--- src/rtl/vp_pkg.sv ---
// vp_pkg: shared vector register bank widths and the write-back entry type.
package vp_pkg;
  localparam int VREG_W      = 64;
  localparam int VREG_ADDR_W = 3;
  localparam int NUM_VREGS   = 8;
  typedef struct packed {
    logic [VREG_ADDR_W-1:0] dir;
    logic [VREG_W-1:0]      data;
  } wb_entry_t;
endpackage

--- src/rtl/vect_wb_fifo.sv ---
// vect_wb_fifo: in-order result FIFO with per-entry valid/dir export.
// Ports: clk, rst (async high); push/pop strobes with in_dir/in_data;
// head_dir/head_data at the read pointer; count occupancy;
// valid_vec/dir_vec expose every slot for hazard comparison.
module vect_wb_fifo
  import vp_pkg::*;
#(
  parameter int DATA_W = VREG_W,
  parameter int ADDR_W = VREG_ADDR_W,
  parameter int DEPTH  = 4,
  localparam int PW    = $clog2(DEPTH),
  localparam int CW    = PW + 1
) (
  input  logic                          clk,
  input  logic                          rst,
  input  logic                          push,
  input  logic                          pop,
  input  logic [ADDR_W-1:0]             in_dir,
  input  logic [DATA_W-1:0]             in_data,
  output logic [ADDR_W-1:0]             head_dir,
  output logic [DATA_W-1:0]             head_data,
  output logic [CW-1:0]                 count,
  output logic [DEPTH-1:0]              valid_vec,
  output logic [DEPTH-1:0][ADDR_W-1:0]  dir_vec
);
  logic [ADDR_W-1:0] dir_mem  [DEPTH];
  logic [DATA_W-1:0] data_mem [DEPTH];
  logic [PW-1:0]     wr_ptr, rd_ptr;
  always_ff @(posedge clk or posedge rst)
    if (rst) begin
      wr_ptr <= '0;
      rd_ptr <= '0;
      count  <= '0;
    end else begin
      wr_ptr <= push ? wr_ptr + PW'(1) : wr_ptr;
      rd_ptr <= pop ? rd_ptr + PW'(1) : rd_ptr;
      count  <= count + CW'(push) - CW'(pop);
    end
  always_ff @(posedge clk)
    if (push) begin
      dir_mem[wr_ptr]  <= in_dir;
      data_mem[wr_ptr] <= in_data;
    end
  assign head_dir  = dir_mem[rd_ptr];
  assign head_data = data_mem[rd_ptr];
  // A slot is live when its distance from the read pointer (mod DEPTH) is below count.
  always_comb
    for (int i = 0; i < DEPTH; i++) begin
      valid_vec[i] = {1'b0, PW'(i) - rd_ptr} < count;
      dir_vec[i]   = dir_mem[i];
    end
endmodule

--- src/rtl/vect_writeback_buffer.sv ---
// vect_writeback_buffer: buffers execute results and drains them to the vector bank.
// Ports: clk, rst (async high); in_valid/in_ready/in_dir/in_data from execute;
// wb_en gates draining; dir_esc/data/signal_esc registered bank write port;
// q_dir_A/q_dir_B operand addresses with hazard_A/hazard_B flags; count, empty.
module vect_writeback_buffer
  import vp_pkg::*;
#(
  parameter int DATA_W = VREG_W,
  parameter int ADDR_W = VREG_ADDR_W,
  parameter int DEPTH  = 4,
  localparam int CW    = $clog2(DEPTH) + 1
) (
  input  logic              clk,
  input  logic              rst,
  input  logic              in_valid,
  output logic              in_ready,
  input  logic [ADDR_W-1:0] in_dir,
  input  logic [DATA_W-1:0] in_data,
  input  logic              wb_en,
  output logic [ADDR_W-1:0] dir_esc,
  output logic [DATA_W-1:0] data,
  output logic              signal_esc,
  input  logic [ADDR_W-1:0] q_dir_A,
  input  logic [ADDR_W-1:0] q_dir_B,
  output logic              hazard_A,
  output logic              hazard_B,
  output logic [CW-1:0]     count,
  output logic              empty
);
  logic                         push, pop;
  logic [ADDR_W-1:0]            head_dir;
  logic [DATA_W-1:0]            head_data;
  logic [DEPTH-1:0]             valid_vec;
  logic [DEPTH-1:0][ADDR_W-1:0] dir_vec;
  assign in_ready = !rst && count < CW'(DEPTH);
  assign push     = in_valid && in_ready;
  assign pop      = wb_en && count != '0;
  assign empty    = count == '0;
  vect_wb_fifo #(.DATA_W(DATA_W), .ADDR_W(ADDR_W), .DEPTH(DEPTH)) u_fifo (
    .clk       (clk),
    .rst       (rst),
    .push      (push),
    .pop       (pop),
    .in_dir    (in_dir),
    .in_data   (in_data),
    .head_dir  (head_dir),
    .head_data (head_data),
    .count     (count),
    .valid_vec (valid_vec),
    .dir_vec   (dir_vec)
  );
  always_ff @(posedge clk or posedge rst)
    if (rst) begin
      dir_esc    <= '0;
      data       <= '0;
      signal_esc <= 1'b0;
    end else begin
      signal_esc <= pop;
      if (pop) begin
        dir_esc <= head_dir;
        data    <= head_data;
      end
    end
  // The entry in the output register is already out of the FIFO; the bank
  // commits it on the negedge, ahead of the next operand read.
  always_comb begin
    hazard_A = 1'b0;
    hazard_B = 1'b0;
    for (int i = 0; i < DEPTH; i++) begin
      hazard_A = hazard_A | (valid_vec[i] && dir_vec[i] == q_dir_A);
      hazard_B = hazard_B | (valid_vec[i] && dir_vec[i] == q_dir_B);
    end
  end
endmodule

--- config.mk ---
export PLATFORM = sky130hd
export DESIGN_NAME = vect_writeback_buffer
export DESIGN_NICKNAME = d
export VERILOG_FILES = /design/src/rtl/vp_pkg.sv /design/src/rtl/vect_wb_fifo.sv /design/src/rtl/vect_writeback_buffer.sv
export SDC_FILE = /design/constraint.sdc
export NUM_CORES = 1
export LEC_CHECK = 0
export ABC_AREA = 1
export CAP_MARGIN = 20
export CORE_AREA = 2 2 173 175
export CTS_CLUSTER_DIAMETER = 40
export DETAILED_ROUTE_END_ITERATION = 6
export DIE_AREA = 0 0 175 177
export PLACE_DENSITY = 0.76
export SYNTH_ARGS = -nofsm -noshare
export SYNTH_HDL_FRONTEND = slang
export SYNTH_SLANG_ARGS = --single-unit
--- constraint.sdc ---
create_clock -name clk -period 4.35 [get_ports clk]
set_input_delay 0.435 -clock clk [delete_from_list [all_inputs] [get_ports clk]]
set_output_delay 0.435 -clock clk [all_outputs]
set_load 0.02 [all_outputs]
==> impl_metrics.toml, run 1 <==
[outcome]
status = "completed"

[clock_network]
htreeDepth = 2
cts-root-buf = "clkbuf_16"
post_cts_resized = 0
clk_pin_slew_ns = 0.06
cts_tree = "done"
cts_setup_buffers = 0
cts_made_buffers = 37
holdBufCountCts = 0
worst_skew_pair.late_latency_ns = 0.52
cts_sinks = 343
clockBufferDepth = 3

[synthesis]
synth_fa_ha_area_frac = 0.01098
synth_cells = 1096
yosys.area_share.simple = 0.1790
ys_seq_area_frac = 0.7511
ys.flop_type = "edfxtp_1"
synth_compound_area_frac = 0.02651
synth_top_family_by_area = "simple AND/OR/NAND/NOR gates"
synthDominantCellAreaShare = 0.6090
synth.avg_cell_area_um2 = 12.06
synth-edff-count = 268
synth_top_area_cell = "edfxtp_1"
async_flop_share = 0.2187
synthXorXnorAreaFrac = 0.005303
synth_mux_area_frac = 0
synthesis.nets = 1184
synth_area_leaders = "edfxtp_1, dfrtp_1, nand2_1"
synth.distinct_cells = 21
netlist_area_um2 = 13210
ys_seq_elements = 343
synth_warnings = 0

[final_layout]
final_cells = 1675
fillers = 2240
synthToLayoutAreaGrowth_pct = 25.73
drive_gt1_frac = 0.07243
final_core_util = 0.5681
design_area_um2 = 16610
final_nets = 1343

[place]
port_buffers = 151
gp_congestion = 0.8314
dpl_cell_area_um2 = 15240
dp_hpwl_um = 17680
dp.cells = 1605

[drt]
wl_um = 30430
vias = 8595
viasPerCell = 5.131
wire_per_inst_um = 18.16
drt_pass1_iterations = 5
drc = 0
drt_first_iter_violations = 783
ant_nets = 0

[job]
maxCapViolCount = 0

[timing]
tightest_slew_ns = 0.9089
final-setup-viol-count = 0
fin_skew_ns = 0.02293
tns_ns = 0
min_period_ns = 3.145
whs_ns = 0.3539
max_slew_margin = 0.3941
fmax_ghz = 0.3180
slew_viol_final = 0
hold_viol = 0
rsz0062_at_grt = "false"
timing.final.crit_share = 0.7230

[floorplanning]
die_area_um2 = 30980
die_h_um = 177
initial_core_util = 0.4518
fp.dieW_um = 175
ios = 152
rows = 63
core_um2 = 29240

[worst_setup_path]
cp-startpoint = "u_fifo.rd_ptr[0]"
crit_path_end_kind = "primary output"
critPathMaxFanout = 6
slowest_stage = "clkdlybuf4s50_1"
timing.rr.start = "u_fifo.count[2]"
start_kind = "flip-flop"
critPathArrivalTime_ns = 2.71
worstSetupPathType = "reg2out"
crit_family = "simple AND/OR/NAND/NOR gates"
rr_endpoint = "u_fifo.count[2]"
reg2reg_slack_ns = 1.78
worst_r2r_path_depth = 8
path_cells = "nand2_1 -> inv_2 -> nor2_1 -> inv_1 -> ha_1 -> nand3_1 -> nand2_1 -> nor2_1 -> nor2_1 -> nand2_1 -> clkdlybuf4s50_1"
slowest_delay_ns = 0.60
cp_num_buf_inv = 3
crit_required_ns = 3.91

[min_path]
hp-class = "in2async"

[pwr]
power_density_nw_per_um2 = 663.2
cellLeakagePower_uw = 0.006370
peakVddDrop_mv = 0.3024

[global_routing]
antenna_found_initial = 2
grt_pass1_wl_um = 47020
grt_max_degree = 76
grt_pass1_vias = 8530
grt-ovfl-total = 0
grt_use_total = 0.1960
-- routing by layer --
layer | vias up | GRT usage | routed length [um]
met1 | 4148 | 0.2650 | 13020
met3 | 57 | 0.03694 | 1956
met2 | 328 | 0.3129 | 14420
met5 | - | 0 | 0
li1 | 4062 | - | -
met4 | 0 | 0.08507 | 1035
-- Yosys cell counts, types with 4 or more instances --
cell,n
edfxtp_1,268
nor2_1,20
nand4_1,67
dfrtp_1,75
xnor2_1,5
buf_4,4
clkbuf_1,25
buf_2,17
nand3_1,11
inv_2,4
ha_1,10
nand2_1,476
o21ai_0,68
inv_1,33
-- report_power, final --
group	internal (uW)	switching [uW]	total (uW)	leakage [uW]
Clock	2090	1280	3360	0.000653
Sequential	4070	268	4340	0.00335
Combinational	1220	2090	3320	0.00237
-- cells by family after synthesis --
family / Yosys count
XOR/XNOR: 8
AND/OR/NAND/NOR: 578
flip-flops: 343
adder cells (fa/ha/maj): 11
buffers and inverters: 86
AO/OA/AOI/OAI: 70
-- metrics by stage --
step / total power [uW] / setup slack, ns
detailed placement: 7721 / 1.476
global route: 11570 / 1.081
CTS: 11090 / 1.217
floorplan: 6270 / -0.06359
global placement: 7613 / 1.470
finish: 11020 / 1.205
-- cell type report --
class,count,area [um^2],area share
Clock buffer,46,1042,0.06274
Antenna cell,1,2.502,0.0001506
Multi-Input combinational cell,667,2989,0.1799
Sequential cell,343,9925,0.5974
Timing Repair Buffer,169,1724,0.1038
Inverter,37,141.4,0.008510
Clock inverter,22,301.5,0.01815
Tap cell,390,488.0,0.02937
-- state kept, by name, summed over array words and instances (netlist names) --
register	flops
u_fifo.data_mem	256
data	64
u_fifo.dir_mem	12
dir_esc	3
u_fifo.count	3
u_fifo.rd_ptr	2
u_fifo.wr_ptr	2
signal_esc	1
-- layout by cell type, fill, tap and decap left out --
| master | Yosys | layout |
|---|---|---|
| fa_1 | 1 | 1 |
| diode_2 | 0 | 1 |
| dfrtp_1 | 75 | 75 |
| inv_6 | 0 | 4 |
| xor2_1 | 3 | 3 |
| clkbuf_1 | 25 | 3 |
| buf_12 | 0 | 3 |
| clkbuf_16 | 0 | 39 |
| edfxtp_1 | 268 | 268 |
| nand2_1 | 476 | 476 |
| clkinvlp_4 | 0 | 2 |
| inv_2 | 4 | 4 |
| o21ai_1 | 1 | 1 |
| clkinv_4 | 0 | 2 |
| nor3_4 | 0 | 1 |
| clkinv_1 | 0 | 4 |
| clkbuf_8 | 0 | 4 |
| buf_4 | 4 | 13 |
| ha_1 | 10 | 10 |
| nand4_1 | 67 | 67 |
| inv_4 | 0 | 1 |
| bufinv_16 | 0 | 6 |
| clkinv_2 | 0 | 1 |
| nand3_1 | 11 | 11 |
| buf_16 | 0 | 2 |
| xnor2_1 | 5 | 5 |
| nor2_1 | 20 | 15 |
| o21ai_0 | 68 | 68 |
| a21oi_1 | 1 | 1 |
| inv_8 | 0 | 3 |
| inv_1 | 33 | 32 |
| nor2_4 | 0 | 8 |
| clkdlybuf4s50_1 | 0 | 151 |
-- worst max path at each step --
stage | to | slack, ns | depth (start not counted)
4_1_cts | hazard_A | 1.22 | 11
5_1_grt | hazard_A | 1.08 | 11
3_3_place_gp | u_fifo.data_mem[0][61] | 1.47 | 5
6_report | hazard_A | 1.21 | 11
3_5_place_dp | u_fifo.data_mem[0][61] | 1.48 | 5
2_1_floorplan | u_fifo.data_mem[0][0] | -0.06 | 3
No activity file was read; power rests on OpenSTA's default activity.
==> run 2, diff against run 1 <==
Settings changed: PLACE_DENSITY 0.76 to 0.78.
Clock period 4.35 ns to 2.8 ns, I/O delays scaled along.
==> impl_metrics.toml, run 2 (synthesis results as in run 1) <==
[pwr]
p_int_uw = 11470
power_switching_uw = 5739
clkPwrFrac = 0.305
peakVddDrop_mv = 0.6379
power_frac_comb = 0.304
power_density_nw_per_um2 = 1027
swShare = 0.3335
cellLeakagePower_uw = 0.006427
p_seq_frac = 0.392

[timing]
hold_viol = 0
fin_skew_ns = 0.01014
max_slew_margin = 0.3561
whs_ns = 0.1606
min_period_ns = 2.579
tightest_slew_ns = 0.9659
fmax_ghz = 0.3877
final-setup-viol-count = 0
slew_viol_final = 0
timing.final.crit_share = 0.9212
rsz0062_at_grt = "false"

[outcome]
status = "completed"

[global_routing]
grt_use_total = 0.1972
gr-usage-met1 = 0.2518
grt_pass1_wl_um = 46970
antenna_found_initial = 4
grt_util_met2 = 0.3379
gr-max-usage-layer = "met2"
grt-ovfl-total = 0
grt_max_degree = 72
grt_pass1_vias = 8759
met3_usage = 0.03887

[place]
port_buffers = 151
gp_congestion = 0.8204
dpl_cell_area_um2 = 15390
dp_hpwl_um = 17410

[floorplanning]
die_h_um = 177
core_um2 = 29240
die_area_um2 = 30980
fp.dieW_um = 175
initial_core_util = 0.4518
ios = 152
rows = 63

[worst_setup_path]
worst_r2r_path_depth = 7
worstSetupPathType = "reg2out"
critPathArrivalTime_ns = 2.30
start_kind = "flip-flop"
reg2reg_slack_ns = 0.70
crit_path_end_kind = "primary output"
cp-endpoint = "hazard_A"
timing.rr.start = "u_fifo.count[2]"
crit_required_ns = 2.52
critPathMaxFanout = 6
cp-startpoint = "u_fifo.rd_ptr[0]"
rr_endpoint = "u_fifo.count[2]"

[job]
maxCapViolCount = 0

[drt]
drc = 0
wire_per_inst_um = 18.15
vias = 8616
drt_first_iter_violations = 630
wl_um = 30560
ant_nets = 0
drt_pass1_iterations = 5
viasPerCell = 5.116

[final_layout]
synthToLayoutAreaGrowth_pct = 26.83
top_regs = "u_fifo.data_mem x256, data x64, u_fifo.dir_mem x12"
largest_register_ffs = 256
most-common-layout-cells = "nand2_1, edfxtp_1, clkdlybuf4s50_1"
final_nets = 1350
design_area_um2 = 16760
final_common_cell = "nand2_1"
top_register = "u_fifo.data_mem"
drive_gt1_frac = 0.08121

[clock_network]
cts_sinks = 343
clk_pin_slew_ns = 0.06
cts-root-buf = "clkbuf_16"
htreeDepth = 2
cts_made_buffers = 39
holdBufCountCts = 0
cts_tree = "done"
worst_skew_pair.late_latency_ns = 0.53
clockBufferDepth = 3
cts_setup_buffers = 0

[min_path]
hp-class = "in2async"
run 2: critical path: stages (launching register included):
cell and delay [ns]:
dfrtp_2 0.47, nand2_1 0.10, inv_2 0.04, nor2_1 0.15, inv_1 0.07, ha_1 0.27, nand3_1 0.08, nand2_1 0.07
nor2_1 0.10, nor2_1 0.05, nand2_1 0.06, dlygate4sd2_1 0.32
run 2: power groups by stage:
stage / clock network [uW] / logic [uW] / registers, uW
floorplan: 0 / 2400 / 7330
global placement: 0 / 5170 / 6790
detailed placement: 0 / 5270 / 6820
CTS: 5320 / 5300 / 6740
global route: 5520 / 5750 / 6830
finish: 5240 / 5230 / 6740
run 2: worst min-delay path by stage:
stage	from	depth (start not counted)	end
6_report	rst	2	u_fifo.count[2]
5_1_grt	rst	2	u_fifo.count[1]
4_1_cts	rst	2	u_fifo.count[2]
3_5_place_dp	data[2]	2	data[2]
3_3_place_gp	data[43]	2	data[43]
2_1_floorplan	in_data[0]	0	u_fifo.data_mem[0][0]
run 2: final cells by class:
class / instances / area (um^2)
antenna: 1 / 2.502
clock buffer: 50 / 1099
clock inverter: 22 / 269.0
fill: 2257 / 12480
inverter: 37 / 141.4
multi-input combinational: 667 / 2989
sequential: 343 / 9927
tap: 390 / 488.0
timing repair buffer: 174 / 1844
run 2: per-layer routing:
| layer | wire length, um | vias up |
|---|---|---|
| li1 | - | 4089 |
| met1 | 12900 | 4218 |
| met2 | 15250 | 254 |
| met3 | 1654 | 51 |
| met4 | 721 | 4 |
| met5 | 30 | - |
run 2: per-stage QoR:
step / worst slack, ns / util / power, uW / TNS (ns) / instances
global placement: 0.4570 / 0.5262 / 11960 / 0 / 1611
detailed placement: 0.4315 / 0.5262 / 12080 / 0 / 1611
finish: 0.2206 / 0.5731 / 17210 / 0 / 1684
floorplan: -0.5448 / - / 9734 / -146.00 / 1096
global route: 0.01084 / 0.5730 / 18100 / 0 / 1683
CTS: 0.1723 / 0.5730 / 17360 / 0 / 1683
run 2: what timing repair did:
| action | 4_1_cts | 5_1_grt |
|---|---|---|
| pin swaps | 0 | 0 |
| gates resized for setup | 3 | 1 |
| setup endpoints to repair | 2 | 2 |
